<file path="src/rtl/alarm_time_keeper.sv">
`default_nettype none
// ============================================================================
// Module   : alarm_time_keeper
// Brief    : BCD HH:MM:SS clock with set-time / set-alarm modes and buttons.
// Revision : 1.0 - initial release
// ============================================================================
module alarm_time_keeper #(
  parameter int TICKS_PER_SEC = 1000
) (
  input  logic        s2clk,
  input  logic        reset,
  input  logic        set_time,
  input  logic        set_alarm,
  input  logic        push_hr,
  input  logic        push_min,
  output logic [15:0] current,
  output logic [15:0] alarm,
  output logic [7:0]  sec,
  output logic [1:0]  mode
);

  localparam logic [1:0] c_ST_RUN       = 2'b00;
  localparam logic [1:0] c_ST_SET_TIME  = 2'b01;
  localparam logic [1:0] c_ST_SET_ALARM = 2'b10;

  localparam int               c_PW     = (TICKS_PER_SEC > 1) ? $clog2(TICKS_PER_SEC) : 1;
  localparam logic [c_PW-1:0]  c_PS_TOP = c_PW'(TICKS_PER_SEC - 1);
  localparam logic [c_PW-1:0]  c_PS_ONE = c_PW'(1);

  // BCD 00..59 increment with wrap, no carry out
  function automatic logic [7:0] bcd_inc60(input logic [7:0] v);
    if (v[3:0] == 4'd9)
      return (v[7:4] == 4'd5) ? 8'h00 : {v[7:4] + 4'd1, 4'h0};
    else
      return {v[7:4], v[3:0] + 4'd1};
  endfunction

  function automatic logic [7:0] bcd_inc24(input logic [7:0] v);
    if (v == 8'h23)
      return 8'h00;
    else if (v[3:0] == 4'd9)
      return {v[7:4] + 4'd1, 4'h0};
    else
      return {v[7:4], v[3:0] + 4'd1};
  endfunction

  logic [1:0]      r_mode;
  logic [c_PW-1:0] r_presc;
  logic [7:0]      r_sec;
  logic [15:0]     r_cur;
  logic [15:0]     r_alm;
  logic            r_hr_s, r_hr_p, r_min_s, r_min_p;

  logic [1:0]      w_mode_nxt;
  logic [c_PW-1:0] w_presc_nxt;
  logic [7:0]      w_sec_nxt;
  logic [15:0]     w_cur_nxt;
  logic [15:0]     w_alm_nxt;
  logic            w_tick, w_hr_edge, w_min_edge;

  assign w_hr_edge  = r_hr_s  & ~r_hr_p;
  assign w_min_edge = r_min_s & ~r_min_p;
  assign w_tick     = (r_mode != c_ST_SET_TIME) && (r_presc == c_PS_TOP);

  always_comb begin
    if (set_time)       w_mode_nxt = c_ST_SET_TIME;
    else if (set_alarm) w_mode_nxt = c_ST_SET_ALARM;
    else                w_mode_nxt = c_ST_RUN;
  end

  always_comb begin
    w_presc_nxt = r_presc;
    w_sec_nxt   = r_sec;
    w_cur_nxt   = r_cur;
    w_alm_nxt   = r_alm;
    if (r_mode == c_ST_SET_TIME) begin
      w_presc_nxt = '0;
      w_sec_nxt   = 8'h00;
      if (w_min_edge) w_cur_nxt[7:0]  = bcd_inc60(r_cur[7:0]);
      if (w_hr_edge)  w_cur_nxt[15:8] = bcd_inc24(r_cur[15:8]);
    end else begin
      w_presc_nxt = w_tick ? '0 : r_presc + c_PS_ONE;
      if (w_tick) begin
        w_sec_nxt = bcd_inc60(r_sec);
        if (r_sec == 8'h59) begin
          w_cur_nxt[7:0] = bcd_inc60(r_cur[7:0]);
          if (r_cur[7:0] == 8'h59) w_cur_nxt[15:8] = bcd_inc24(r_cur[15:8]);
        end
      end
      // Alarm edits use a separate register, so they never collide with carries
      if (r_mode == c_ST_SET_ALARM) begin
        if (w_min_edge) w_alm_nxt[7:0]  = bcd_inc60(r_alm[7:0]);
        if (w_hr_edge)  w_alm_nxt[15:8] = bcd_inc24(r_alm[15:8]);
      end
    end
  end

  always_ff @(posedge s2clk or posedge reset) begin
    if (reset) begin
      r_mode  <= c_ST_RUN;
      r_presc <= '0;
      r_sec   <= 8'h00;
      r_cur   <= 16'h0000;
      r_alm   <= 16'h0700;
      r_hr_s  <= 1'b0;
      r_hr_p  <= 1'b0;
      r_min_s <= 1'b0;
      r_min_p <= 1'b0;
    end else begin
      r_mode  <= w_mode_nxt;
      r_presc <= w_presc_nxt;
      r_sec   <= w_sec_nxt;
      r_cur   <= w_cur_nxt;
      r_alm   <= w_alm_nxt;
      r_hr_s  <= push_hr;
      r_hr_p  <= r_hr_s;
      r_min_s <= push_min;
      r_min_p <= r_min_s;
    end
  end

  assign current = r_cur;
  assign alarm   = r_alm;
  assign sec     = r_sec;
  assign mode    = r_mode;

endmodule
`default_nettype wire

</file>
<file path="config.mk">
export PLATFORM = sky130hd
export DESIGN_NAME = alarm_time_keeper
export DESIGN_NICKNAME = d
export VERILOG_FILES = /design/src/rtl/alarm_time_keeper.sv
export SDC_FILE = /design/constraint.sdc
export NUM_CORES = 1
export LEC_CHECK = 0
export ABC_AREA = 1
export CORE_MARGIN = 1
export CORE_UTILIZATION = 38
export DETAILED_ROUTE_END_ITERATION = 10
export PLACE_DENSITY = 0.69
export SYNTH_ARGS = -nofsm -noshare
export SYNTH_HDL_FRONTEND = slang
export SYNTH_SLANG_ARGS = --single-unit
</file>
<file path="constraint.sdc">
create_clock -name s2clk -period 1.8 [get_ports s2clk]
set_input_delay 0.18 -clock s2clk [delete_from_list [all_inputs] [get_ports s2clk]]
set_output_delay 0.18 -clock s2clk [all_outputs]
set_load 0.01 [all_outputs]
</file>
==> results of run 1 <==
==> how the worst max path moves through the flow <==
stage               start          end  depth (start not counted)
2_1_floorplan       reset     alarm[0]                          1
3_3_place_gp       sec[1]  current[15]                          9
3_5_place_dp       sec[1]  current[13]                          9
4_1_cts          alarm[8]     alarm[8]                          1
5_1_grt        r_presc[0]  current[10]                          8
6_report         alarm[8]     alarm[8]                          1
==> cell type report <==
class | instances | area, um2 | share of cell area (%)
clock buffer | 6 | 72.6 | 1.97
clock inverter | 2 | 38.8 | 1.06
inverter | 50 | 188 | 5.11
multi-input combinational | 252 | 1360 | 36.9
sequential | 56 | 1410 | 38.2
tap | 99 | 124 | 3.37
timing repair buffer | 48 | 490 | 13.3
==> per-layer routing <==
metal	track usage, %	share of wire [%]
met1	17.6	47
met4	4.84	1.4
met2	27.2	49
met3	3.21	3.2
met5	0	0
==> cells in the final DEF (no fill, tap or decap), types with 2 or more instances in the layout <==
cell	netlist	layout
nor3b_1	2	2
ha_1	11	11
nand2_2	5	5
dfstp_2	3	3
nand3_2	2	2
o21ai_1	9	9
o21bai_1	5	5
nand4_1	4	4
nand2_4	3	3
nor3_2	2	2
xnor2_1	5	5
nor2_1	45	45
nand3b_1	2	2
xor2_1	11	11
nor2_2	3	3
nor3_1	9	9
o21ai_0	10	10
clkdlybuf4s50_1	0	47
clkbuf_8	0	5
inv_1	48	47
dfrtp_1	53	53
a21oi_1	8	8
nor2_4	3	3
nand3_1	17	17
inv_2	2	3
nand2_1	88	88
==> metrics by stage <==
stage / setup WS [ps] / power [mW] / util [%]
finish: 175 / 3.22 / 49.9
global route: 1.94 / 3.42 / 49.9
CTS: 156 / 3.27 / 49.9
detailed placement: 228 / 2.43 / 48.4
global placement: 247 / 2.41 / 48.4
floorplan: 254 / 2.05 / -
==> logic make-up (layout without fill, tap and decap cells) <==
group | Yosys count | in the layout | share of synthesized area (%)
and+or+nand+nor | 189 | 189 | 29.4
DFF | 56 | 56 | 47.5
buffers and inverters | 51 | 106 | 6.60
AOI/OAI and AO/OA | 36 | 36 | 7.11
xor gates and xnor gates | 16 | 16 | 4.74
adders and majority gates | 11 | 11 | 4.65
==> power by group <==
part | switching [mW] | total [mW] | leakage (nW) | internal (mW)
Clock | 0.405 | 0.825 | 0.0558 | 0.421
Combinational | 0.390 | 0.787 | 0.881 | 0.397
Sequential | 0.185 | 1.61 | 0.741 | 1.42
Total | 0.980 | 3.22 | 1.68 | 2.24
==> registers in the layout, summed over array words and instances, names as in the netlist <==
register / cells
r_min_s: 1
r_min_p: 1
r_presc: 10
current: 16
r_hr_s: 1
sec: 8
alarm: 16
mode: 2
r_hr_p: 1
==> tightest hold or removal path: stages <==
cell             delay, ps
clkdlybuf4s50_1        410
inv_2                   70
buf_12                 270
==> summary.md, run 1 <==
| Metric | Value |
|---|---|
| Avg Vias per Cell | `4.66` |
| Vias in the first global route | `2388` |
| Clock Latency Late Sink | `310 ps` |
| CTS tree | `done` |
| Netlist cell types | `33` |
| Syn Nets | `376` |
| CTS buffer count | `5` |
| Pwr dens | `877 mW/mm2` |
| Data arrival time of the worst path | `1450 ps` |
| Worst setup SP type | `flip-flop` |
| Reg2Reg Setup Slack | `200 ps` |
| Max FO, Critical Path | `5` |
| Gpl congestion | `0.807` |
| Largest net degree at the start of global routing | `57` |
| Placed wire-length estimate | `4.13 mm` |
| Critical-path top delay cell | `dfstp_2` |
| Fmax | `0.615 GHz` |
| Final period util | `90.3%` |
| Antenna-violating nets left | `0` |
| Top cells by area, synth | `dfrtp_1 (45%), nand2_1 (11%), inv_1 (6.1%)` |
| Final Non-Filler Cells | `513` |
| Cell family with most CP delay | `flip-flops` |
| EDFF count, synth | `0` |
| Final Hold Fails | `0` |
| CTS sink cnt | `56` |
| Syn avg cell area | `8.24 um2` |
| Crit Reg-Reg Startpoint | `r_presc[0]` |
| Buf+Inv Stages, Crit Path | `1` |
| Cells after Synth | `359` |
| Die ar. | `0.00814 mm2` |
| Filler instances | `698` |
| Hold-fix buffers, CTS | `0` |
| GR Util All Layers | `15.0%` |
| CTS Buffer Depth | `2` |
| Synth area leader | `dfrtp_1` |
| Reg2reg end | `current[9]` |
| Critical Path End Type | `primary output` |
| Die Wd | `90.2 um` |
| Placed instance area | `0.00356 mm2` |
| Status | `complete, no violations` |
| First-pass GRT wire length | `10.1 mm` |
| DR WL/cell | `10.9 um` |
| Dominant synthesized flop cell | `dfrtp_1` |
| Drt total wl | `5.57 mm` |
| Crit-path cells | `clkdlybuf4s50_1` |
| Initial antenna violation count | `0` |
| WS Path Type | `reg2out` |
| DRT iter0 DRCs | `79` |
| Min cycle time layout | `1630 ps` |
| Max VDD drop | `0.000428 V` |
| Synth Cell Area | `0.00296 mm2` |
| Placed cell count | `505` |
| Share of post-route cells with drive strength above 1 | `8.21%` |
| Congestion Overflow GR | `0` |
| Initial core utilization | `40.1%` |
| P&R area growth vs syn | `24.3%` |
| Sequential area share after synthesis | `47.5%` |
| DRC errors left | `0` |
| WP data required | `1620 ps` |
| Post_cts resized | `0` |
| Hold slack final | `233 ps` |
| Post-CTS setup buffer count | `0` |
| Min-Delay Path Class | `in2async` |
| Slew margin rel. | `77.9%` |
| Design area | `0.00368 mm2` |
| Htree depth | `2` |
| Finish-stage setup viols | `0` |
| Via count | `2389` |
| Io pins | `48` |
| Fin Clk Skew | `7.96 ps` |
| P_leak | `1.68 nW` |
| N_diodes | `0` |
| Worst-Margin Slew | `330 ps` |
| Seq cells post-synth | `56` |
| Synth top cells by count | `nand2_1 (88), dfrtp_1 (53), inv_1 (48)` |
| Die Span Y | `90.2 um` |
| TNS Setup | `0 ps` |
| DR pass1 iterations | `4` |
| Clock Pin Slew Worst Setup and Hold Paths | `100 ps` |
| Top cell type's share of synthesized area | `44.8%` |
| Most common cell in the synthesized netlist | `nand2_1` |
| Root Buffer Master | `clkbuf_8` |
| Max Cap Violations | `0` |
| IO Port Bufs | `47` |
| Slowest stage delay, CP | `590 ps` |
| Yosys warns | `0` |
| FP Rows | `31` |
| Final net count | `430` |
| Async SR Flop Fraction | `100%` |
| Worst R2R Path Depth | `8` |
| Max-slew violations | `0` |
| CORE AREA | `0.00737 mm2` |
| RSZ-0062 raised after global routing | `no` |
(Power assumes the default switching activity.)
==> run 2, diff against run 1 <==
CELL_PAD_IN_SITES_DETAIL_PLACEMENT = 0   (was unset)
CELL_PAD_IN_SITES_GLOBAL_PLACEMENT = 1   (was unset)
CORE_UTILIZATION = 40   (was 38)
PLACE_DENSITY = 0.89   (was 0.69)
==> run 2 against run 1 <==
  * Clock power shrank 0.6%
  * Critical endpoint unchanged
  * Via count shrank 0.96%
  * Clock-buffer cell count is the same
  * Global-route usage grew 1.1 points
  * Sequential cell count is the same
  * Design area grew 0.37%
  * Clock skew grew 1.7 ps
  * Highest routed layer unchanged
  * Sequential power is essentially flat
  * Total power is essentially flat
  * Register-to-register slack gained 20 ps
  * Non-clock buffer count grew 4
  * Wire length grew 1.2%
==> summary.md, run 2 (synthesized netlist as in run 1, its figures left out) <==
| Metric | Value |
|---|---|
| Status | `complete, no violations` |
| Most frequent cells in the layout | `nand2_1 (88), dfrtp_1 (53), inv_1 (47), clkdlybuf4s50_1 (47), nor2_1 (45)` |
| RSZ-0062 raised after global routing | `no` |
| Crit Reg-Reg Startpoint | `sec[1]` |
| Slew margin rel. | `69.1% (-8.8 points)` |
| Via count | `2366 (-0.96%)` |
| Comb pwr share | `24.5% (about the same)` |
| Largest net degree at the start of global routing | `24 (-58%)` |
| Critical path depth | `1 (unchanged)` |
| Root Buffer Master | `clkbuf_8` |
| DRC errors left | `0 (unchanged)` |
| WP data required | `1620 ps (about the same)` |
| WS Path Type | `reg2out` |
| Htree depth | `2 (unchanged)` |
| Die Span Y | `88.0 um (-2.5%)` |
| Congestion Overflow GR | `0 (unchanged)` |
| CTS tree | `done` |
| GR Util All Layers | `16.2% (+1.1 points)` |
| DR pass1 iterations | `4 (unchanged)` |
| Final Non-Filler Cells | `514 (+0.19%)` |
| FP Rows | `30 (-3.2%)` |
| CTS buffer count | `5 (unchanged)` |
| Fmax | `0.620 GHz (+0.78%)` |
| Hold-fix buffers, CTS | `0 (unchanged)` |
| Crit-path cells | `clkdlybuf4s50_1` |
| TNS Setup | `0 ps (unchanged)` |
| P&R area growth vs syn | `24.7%` |
| Initial core utilization | `42.4% (+2.2 points)` |
| N_diodes | `0 (unchanged)` |
| Reg2Reg Setup Slack | `220 ps (+20 ps)` |
| Sw frac | `30.3% (-0.12 points)` |
| GR Util met2 | `28.7% (+1.5 points)` |
| Max Cap Violations | `0 (unchanged)` |
| Vias in the first global route | `2350 (-1.6%)` |
| Critical-path top delay cell | `dfstp_2` |
| Min-Delay Path Class | `in2async` |
| Clk pwr share | `25.5% (about the same)` |
| Final net count | `434 (+0.93%)` |
| Min cycle time layout | `1610 ps (-12.6 ps)` |
| Psw | `975 uW (-0.46%)` |
| First-pass GRT wire length | `9.92 mm (-1.7%)` |
| Post-CTS setup buffer count | `0 (unchanged)` |
| Worst-Margin Slew | `464 ps (+133 ps)` |
| Pwr dens | `873 mW/mm2 (-0.44%)` |
| P_leak | `1.69 nW (+0.87%)` |
| Placed cell count | `506 (+0.20%)` |
| CORE AREA | `0.00698 mm2 (-5.3%)` |
| Most common cell after layout, fill and taps aside | `nand2_1` |
| Finish-stage setup viols | `0 (unchanged)` |
| Critical Path End Type | `primary output` |
| Max-slew violations | `0 (unchanged)` |
| Placed wire-length estimate | `4.29 mm (+3.9%)` |
| Drt total wl | `5.64 mm (+1.2%)` |
| Cell family with most CP delay | `flip-flops` |
| Grt met3 use | `2.83% (-0.39 points)` |
| Die Wd | `88.0 um (-2.5%)` |
| Data arrival time of the worst path | `1430 ps (-20 ps)` |
| Buf+Inv Stages, Crit Path | `1 (unchanged)` |
| Max VDD drop | `0.000544 V (+27%)` |
| Int Power | `2.24 mW (+0.11%)` |
| IO Port Bufs | `47 (unchanged)` |
| Initial antenna violation count | `0 (unchanged)` |
| Post_cts resized | `0 (unchanged)` |
| Io pins | `48 (unchanged)` |
| Die ar. | `0.00774 mm2 (-4.9%)` |
| Max FO, Critical Path | `5 (unchanged)` |
| Share of post-route cells with drive strength above 1 | `9.09% (+0.88 points)` |
| Antenna-violating nets left | `0 (unchanged)` |
| Avg Vias per Cell | `4.60 (-1.2%)` |
| Reg2reg end | `current[15]` |
| Met1 usage | `20.0% (+2.5 points)` |
| Clock Latency Late Sink | `300 ps (about the same)` |
| Sequential share of power | `50.0% (about the same)` |
| DRT iter0 DRCs | `81 (+2.5%)` |
| Final period util | `89.6% (-0.70 points)` |
| Gpl congestion | `0.772 (-4.4%)` |
| Final Hold Fails | `0 (unchanged)` |
| Fin Clk Skew | `9.71 ps (+1.75 ps)` |
| CTS sink cnt | `56 (unchanged)` |
| Worst setup SP type | `flip-flop` |
| Worst R2R Path Depth | `9 (+1)` |
| DR WL/cell | `11.0 um (+1.0%)` |
| Slowest stage delay, CP | `580 ps (about the same)` |
| Clock Pin Slew Worst Setup and Hold Paths | `100 ps (about the same)` |
| CTS Buffer Depth | `2 (unchanged)` |
| GR peak layer | `met2` |
==> run 2: changes by cell type in the layout (fill, tap and decap cells not counted), sizes merged <==
cell and delta:
buf +4
==> run 2: stage by stage <==
| stage | worst slack, ps | power, mW | hold slack, ps | util [%] | area [um2] |
|---|---|---|---|---|---|
| final | 188 | 3.22 | 199 | 52.8 | 3690 |
| after global routing | 39.7 | 3.45 | 245 | 52.8 | 3690 |
| after CTS | 169 | 3.27 | 206 | 52.8 | 3690 |
| after detailed placement | 216 | 2.43 | 373 | 51.3 | 3580 |
| after global placement | 231 | 2.42 | 358 | 51.3 | 3580 |
| after floorplan | 254 | 2.05 | 211 | - | 2960 |
==> run 2: final cells by class <==
class	count	area, um2
fillers	683	3290
repair buffers	52	508
well taps	96	120
flip-flops and latches	56	1410
multi-input cells	252	1360
clock inverters	2	38.8
clock buffers	6	72.6
inverters	50	188
==> run 2: metal layers <==
metal  share of wire, %  up-vias
met5                  0        -
met4               0.30        0
met3                2.9        2
met2                 49       41
met1                 48     1079
li1                   -     1244
==> run 2: worst max-delay path by stage <==
| stage | end | slack [ps] | from |
|---|---|---|---|
| global placement | current[6] | 230 | sec[1] |
| floorplan | alarm[0] | 250 | reset |
| finish | alarm[8] | 190 | alarm[8] |
| CTS | alarm[8] | 170 | alarm[8] |
| detailed placement | current[7] | 220 | sec[1] |
| global route | current[6] | 40 | sec[1] |
==> run 2: power groups by stage <==
stage	registers (mW)	logic, mW	clock network, mW
after floorplan	1.65	0.392	0
after global placement	1.63	0.786	0
after detailed placement	1.63	0.796	0
after CTS	1.61	0.801	0.864
after global routing	1.64	0.896	0.912
final	1.61	0.790	0.820
